**config.mk**
```make
export PLATFORM = sky130hd
export DESIGN_NAME = mux_nx1_pipe
export DESIGN_NICKNAME = d
export VERILOG_FILES = /design/src/rtl/mux_nx1_pipe.sv
export SDC_FILE = /design/constraint.sdc
export NUM_CORES = 1
export LEC_CHECK = 0
export CAP_MARGIN = 10
export CORE_MARGIN = 4
export CORE_UTILIZATION = 39
export CTS_BUF_LIST = sky130_fd_sc_hd__clkbuf_4 sky130_fd_sc_hd__clkbuf_8
export DETAILED_ROUTE_END_ITERATION = 6
export PLACE_DENSITY = 0.88
export SLEW_MARGIN = 20
export SYNTH_ARGS = -nofsm -noshare
export SYNTH_HDL_FRONTEND = slang
export SYNTH_SLANG_ARGS = --single-unit
```
**constraint.sdc**
```tcl
create_clock -name clk -period 5.63 [get_ports clk]
set_clock_uncertainty 0.15 [all_clocks]
set_input_delay 0.563 -clock clk [delete_from_list [all_inputs] [get_ports clk]]
set_output_delay 0.563 -clock clk [all_outputs]
set_load 0.01 [all_outputs]
```
**src/rtl/mux_nx1_pipe.sv**
```systemverilog
// mux_nx1_pipe: N-input, WIDTH-bit registered multiplexer with valid/ready handshakes.
//
// The block selects one input channel per cycle and loads it into a single output register.
// It has two select modes:
//   mode=0 : fixed; the external sel picks the channel.
//   mode=1 : round-robin; the search starts one channel after the last grant and wraps.
//
// Ports:
//   clk        clock, all logic on the rising edge
//   rst_n      synchronous, active-low reset
//   in_data    N*WIDTH packed channel data, channel i at [i*WIDTH +: WIDTH]
//   in_valid   per-channel valid
//   in_ready   per-channel ready (combinational, at most one bit set)
//   sel        channel index used in fixed mode
//   mode       0 = fixed select, 1 = round-robin
//   out_data   registered selected data
//   out_src    index of the channel that produced out_data
//   out_valid  output register holds a word
//   out_ready  downstream accepts
//   xfer_cnt   saturating count of output transfers (only with MUX_NX1_PIPE_XFER_CNT_EN)
//
// Optional feature macro: MUX_NX1_PIPE_XFER_CNT_EN adds the xfer_cnt port and counter.

module mux_nx1_pipe #(
  parameter int unsigned WIDTH = 32,
  parameter int unsigned N     = 3,
  parameter int unsigned SEL_W = 2
) (
  input  logic               clk,
  input  logic               rst_n,
  input  logic [N*WIDTH-1:0] in_data,
  input  logic [N-1:0]       in_valid,
  output logic [N-1:0]       in_ready,
  input  logic [SEL_W-1:0]   sel,
  input  logic               mode,
  output logic [WIDTH-1:0]   out_data,
  output logic [SEL_W-1:0]   out_src,
  output logic               out_valid,
  input  logic               out_ready
`ifdef MUX_NX1_PIPE_XFER_CNT_EN
  ,
  output logic [15:0]        xfer_cnt
`endif
);

  logic [WIDTH-1:0] out_data_q;
  logic [SEL_W-1:0] out_src_q;
  logic             out_valid_q;
  logic [SEL_W-1:0] rr_ptr_q;

  logic             can_load;
  logic             chosen_vld;
  logic [SEL_W-1:0] chosen_idx;
  logic [WIDTH-1:0] chosen_data;
  logic             xfer;

  assign can_load = !out_valid_q || out_ready;

  // Channel choice. In round-robin the offsets are scanned from far to near so the nearest
  // valid channel after rr_ptr is the last writer and wins.
  always_comb begin
    int unsigned idx;
    chosen_vld = 1'b0;
    chosen_idx = '0;
    idx        = 0;
    if (!mode) begin
      // sel >= N matches no channel, so nothing is chosen.
      for (int unsigned i = 0; i < N; i++) begin
        if (sel == SEL_W'(i) && in_valid[i]) begin
          chosen_vld = 1'b1;
          chosen_idx = SEL_W'(i);
        end
      end
    end else begin
      for (int unsigned k = N; k >= 1; k--) begin
        idx = 32'(rr_ptr_q) + k;
        if (idx >= N) idx = idx - N;
        for (int unsigned i = 0; i < N; i++) begin
          if (idx == i && in_valid[i]) begin
            chosen_vld = 1'b1;
            chosen_idx = SEL_W'(i);
          end
        end
      end
    end
  end

  always_comb begin
    chosen_data = '0;
    for (int unsigned i = 0; i < N; i++) begin
      if (chosen_idx == SEL_W'(i)) chosen_data = in_data[i*WIDTH +: WIDTH];
    end
  end

  // rst_n gates the grant so no channel sees a handshake while reset is asserted.
  assign xfer = rst_n && can_load && chosen_vld;

  always_comb begin
    in_ready = '0;
    for (int unsigned i = 0; i < N; i++) begin
      in_ready[i] = xfer && (chosen_idx == SEL_W'(i));
    end
  end

  always_ff @(posedge clk) begin
    if (!rst_n) begin
      out_data_q  <= '0;
      out_src_q   <= '0;
      out_valid_q <= 1'b0;
      // Pointer at the last channel so channel 0 is searched first.
      rr_ptr_q    <= SEL_W'(N - 1);
    end else begin
      if (xfer) begin
        out_data_q  <= chosen_data;
        out_src_q   <= chosen_idx;
        out_valid_q <= 1'b1;
        if (mode) rr_ptr_q <= chosen_idx;
      end else if (out_ready) begin
        out_valid_q <= 1'b0;
      end
    end
  end

  assign out_data  = out_data_q;
  assign out_src   = out_src_q;
  assign out_valid = out_valid_q;

`ifdef MUX_NX1_PIPE_XFER_CNT_EN
  logic [15:0] xfer_cnt_q;

  always_ff @(posedge clk) begin
    if (!rst_n) begin
      xfer_cnt_q <= '0;
    end else if (out_valid_q && out_ready && xfer_cnt_q != 16'hFFFF) begin
      xfer_cnt_q <= xfer_cnt_q + 16'd1;
    end
  end

  assign xfer_cnt = xfer_cnt_q;
`endif

endmodule

```
==> impl_metrics.tcl <==
set metrics [dict create \
    status "finished, final reports clean" \
    postSynthAreaPerCell_um2 9.41 \
    clk_pin_slew_ps 70 \
    cp_max_fo 33 \
    max_stage_delay_ps 570 \
    cts_root_buffer "clkbuf_8" \
    cts_setup_buffers 0 \
    p_total_w 0.000749 \
    seq_area_frac_synth_pct 35.6 \
    critical_path.cell_chain "inv_1 -> ha_1 -> or3b_1 -> a31o_1 -> and2_4 -> nor3_1 -> clkdlybuf4s50_1" \
    tns_ps 0 \
    ant_nets 0 \
    clk_path_buf_depth 2 \
    synth_area_um2 2080 \
    p_per_area_nw_per_um2 211 \
    max-vdd-ir-drop_mv 0.125 \
    ios 143 \
    grt_start_max_net_pins 34 \
    antenna_found_initial 0 \
    synth_common_cells "dfxtp_1 (37), o22ai_1 (23), o2bb2ai_1 (23), nand2_1 (21), o31ai_2 (20)" \
    drc 0 \
    fp.dieW_um 81.0 \
    dp_hpwl_mm 5.48 \
    n_antenna_cell 0 \
    h-tree-depth 2 \
    top_layer "met4" \
    min_path_type "reg2reg" \
    synth_largest_area_cell "dfxtp_1" \
    io_buffers 142 \
    required_ps 4920 \
    slowest_stage "clkdlybuf4s50_1" \
    grt-ovfl-total 0 \
    dr_wl_met2_mm 3.53 \
    cts.sinks 37 \
    final-max-slew-violation-count 0 \
    start_util_pct 40.5 \
    internal_power_w 0.000531 \
    drv_cap 0 \
    swShare_pct 29.1 \
    grt_pass1_wl_mm 11.0 \
    clkPwrFrac_pct 22.6 \
    drive_gt1_share_pct 9.97 \
    synth_edf_count 0 \
    route.met3.wl_um 746 \
    drt_wl_total_mm 7.31 \
    first_pass_iters 4 \
    gp_congestion 0.837 \
    grtUsageTotal_pct 21.5 \
    rsz0062_at_grt "false" \
    fp.coreArea_um2 5140 \
    nets 460 \
    grt_pass1_vias 2345 \
    cts-hold-fix-buffers 0 \
    endpoint_kind "output port" \
    fin_crit_ps 3510 \
    rows 26 \
    worstPathArrival_ps 2800 \
    cts_tree "yes" \
    synth_most_common_cell "dfxtp_1" \
    startpoint_type "flop" \
    switching_power_w 0.000218 \
    fmax_mhz 285 \
    wl_met1_mm 2.91 \
    seqPwrFrac_pct 41.0 \
    synthFlopType "dfxtp_1" \
    finalSetupViolations 0 \
    synthArstFlopShare_pct 0 \
    yosysWarnings 0 \
    die_h_um 81.0 \
    synth_top_cells_by_area "dfxtp_1 (36%), o31ai_2 (12%), o2bb2ai_1 (9.7%)" \
    yosysTopAreaCellShare_pct 35.6 \
    syn-instance-count 221 \
    comb_power_share_pct 36.4 \
    post_cts_resized 0 \
    vias 2324 \
    clock_latency_ps 280 \
    synth-seq-cells 37 \
    crit_family "simple AND/OR/NAND/NOR gates" \
    slew_headroom_pct 56.6 \
    fin_crit_sh_pct 62.4 \
    area_growth_syn_to_layout_pct 70.8 \
    numCtsBuffers 5 \
    fillers 424 \
    worst_slew_pin_slew_ps 651 \
    synth_nets 329 \
    yosysUniqueCellTypes 40 \
    leakagePower_nw 1.24 \
    dieArea_um2 6560 \
    viasPerCell 5.52 \
    crit_buf_inv 2 \
    avgRoutedWirePerCell_um 17.4 \
    hold_viol 0 \
    drtIter0Drc 63 \
    worstSetupPathType "reg2out" \
]
area by class of cell:
cell class | instances | area (um2) | share of cell area (%)
clock buffers | 5 | 68.8 | 1.94
well taps | 70 | 87.6 | 2.47
clock inverters | 1 | 5.00 | 0.141
multi-input cells | 156 | 1180 | 33.1
inverters | 6 | 22.5 | 0.634
repair buffers | 146 | 1450 | 40.9
flip-flops and latches | 37 | 741 | 20.9
cells in the final DEF (no fill, tap or decap), drive strengths merged, types with 2 or more instances in the layout:
cell / synthesis / routed
a21boi: 2 / 2
a21oi: 2 / 2
a41oi: 9 / 9
and2: 3 / 3
buf: 17 / 4
clkbuf: 5 / 5
clkdlybuf4s50: 0 / 142
dfxtp: 37 / 37
ha: 3 / 3
inv: 6 / 6
nand2: 21 / 21
nand3: 9 / 9
nand4: 3 / 3
nor2: 3 / 3
nor3b: 2 / 2
o21a: 2 / 2
o21ai: 11 / 11
o22ai: 23 / 23
o2bb2ai: 23 / 23
o31ai: 24 / 24
per-stage QoR:
| stage | area [um2] | util, % | instances | worst slack [ps] | hold slack, ps |
|---|---|---|---|---|---|
| 5_1_grt | 3550 | 69.1 | 421 | 2010 | 327 |
| 6_report | 3550 | 69.1 | 421 | 2120 | 314 |
| 2_1_floorplan | 2080 | - | 221 | 2910 | 308 |
| 4_1_cts | 3550 | 69.1 | 421 | 2140 | 318 |
| 3_3_place_gp | 3480 | 67.7 | 415 | 2230 | 293 |
| 3_5_place_dp | 3480 | 67.7 | 415 | 2210 | 296 |
worst reg2reg max path, cell delays in order (launching register included):
cell and delay, ps:
dfxtp_1 360, inv_1 80, ha_1 340, nor3b_1 250, o211ai_1 170, and3_1 400
nor2b_4 570, o2bb2ai_1 180
state kept, by name (all words and copies together) (netlist names):
name	count
rr_ptr_q	2
out_valid	1
out_data	32
out_src	2
cell families after synthesis:
family,synth area share (%)
AOI/OAI and AO/OA,40.9
adders and majority gates,1.81
buffers and inverters,8.36
DFF,35.6
muxes,1.20
and+or+nand+nor,12.2
final timing paths:
kind	cells after the start	startpoint	slack (ps)	end
setup / recovery	7	rr_ptr_q[0]	2120	in_ready[0]
hold / removal	1	out_data[7]	310	out_data[7]
setup reg to reg	7	rr_ptr_q[0]	3060	out_data[21]
hold reg to reg	1	out_data[7]	310	out_data[7]
routing by layer:
layer / up-vias / global-route usage, %
li1: 1121 / -
met4: 0 / 6.42
met2: 102 / 38.0
met3: 13 / 7.32
met1: 1088 / 24.4
met5: - / 0
power by group through the flow:
stage	clock [W]	sequential, W	combinational, W
finish	0.000169	0.000307	0.000272
global route	0.000191	0.000310	0.000292
CTS	0.000175	0.000307	0.000274
detailed placement	0	0.000312	0.000273
global placement	0	0.000311	0.000268
floorplan	0	0.000326	0.000108
(Power assumes the default switching activity.)
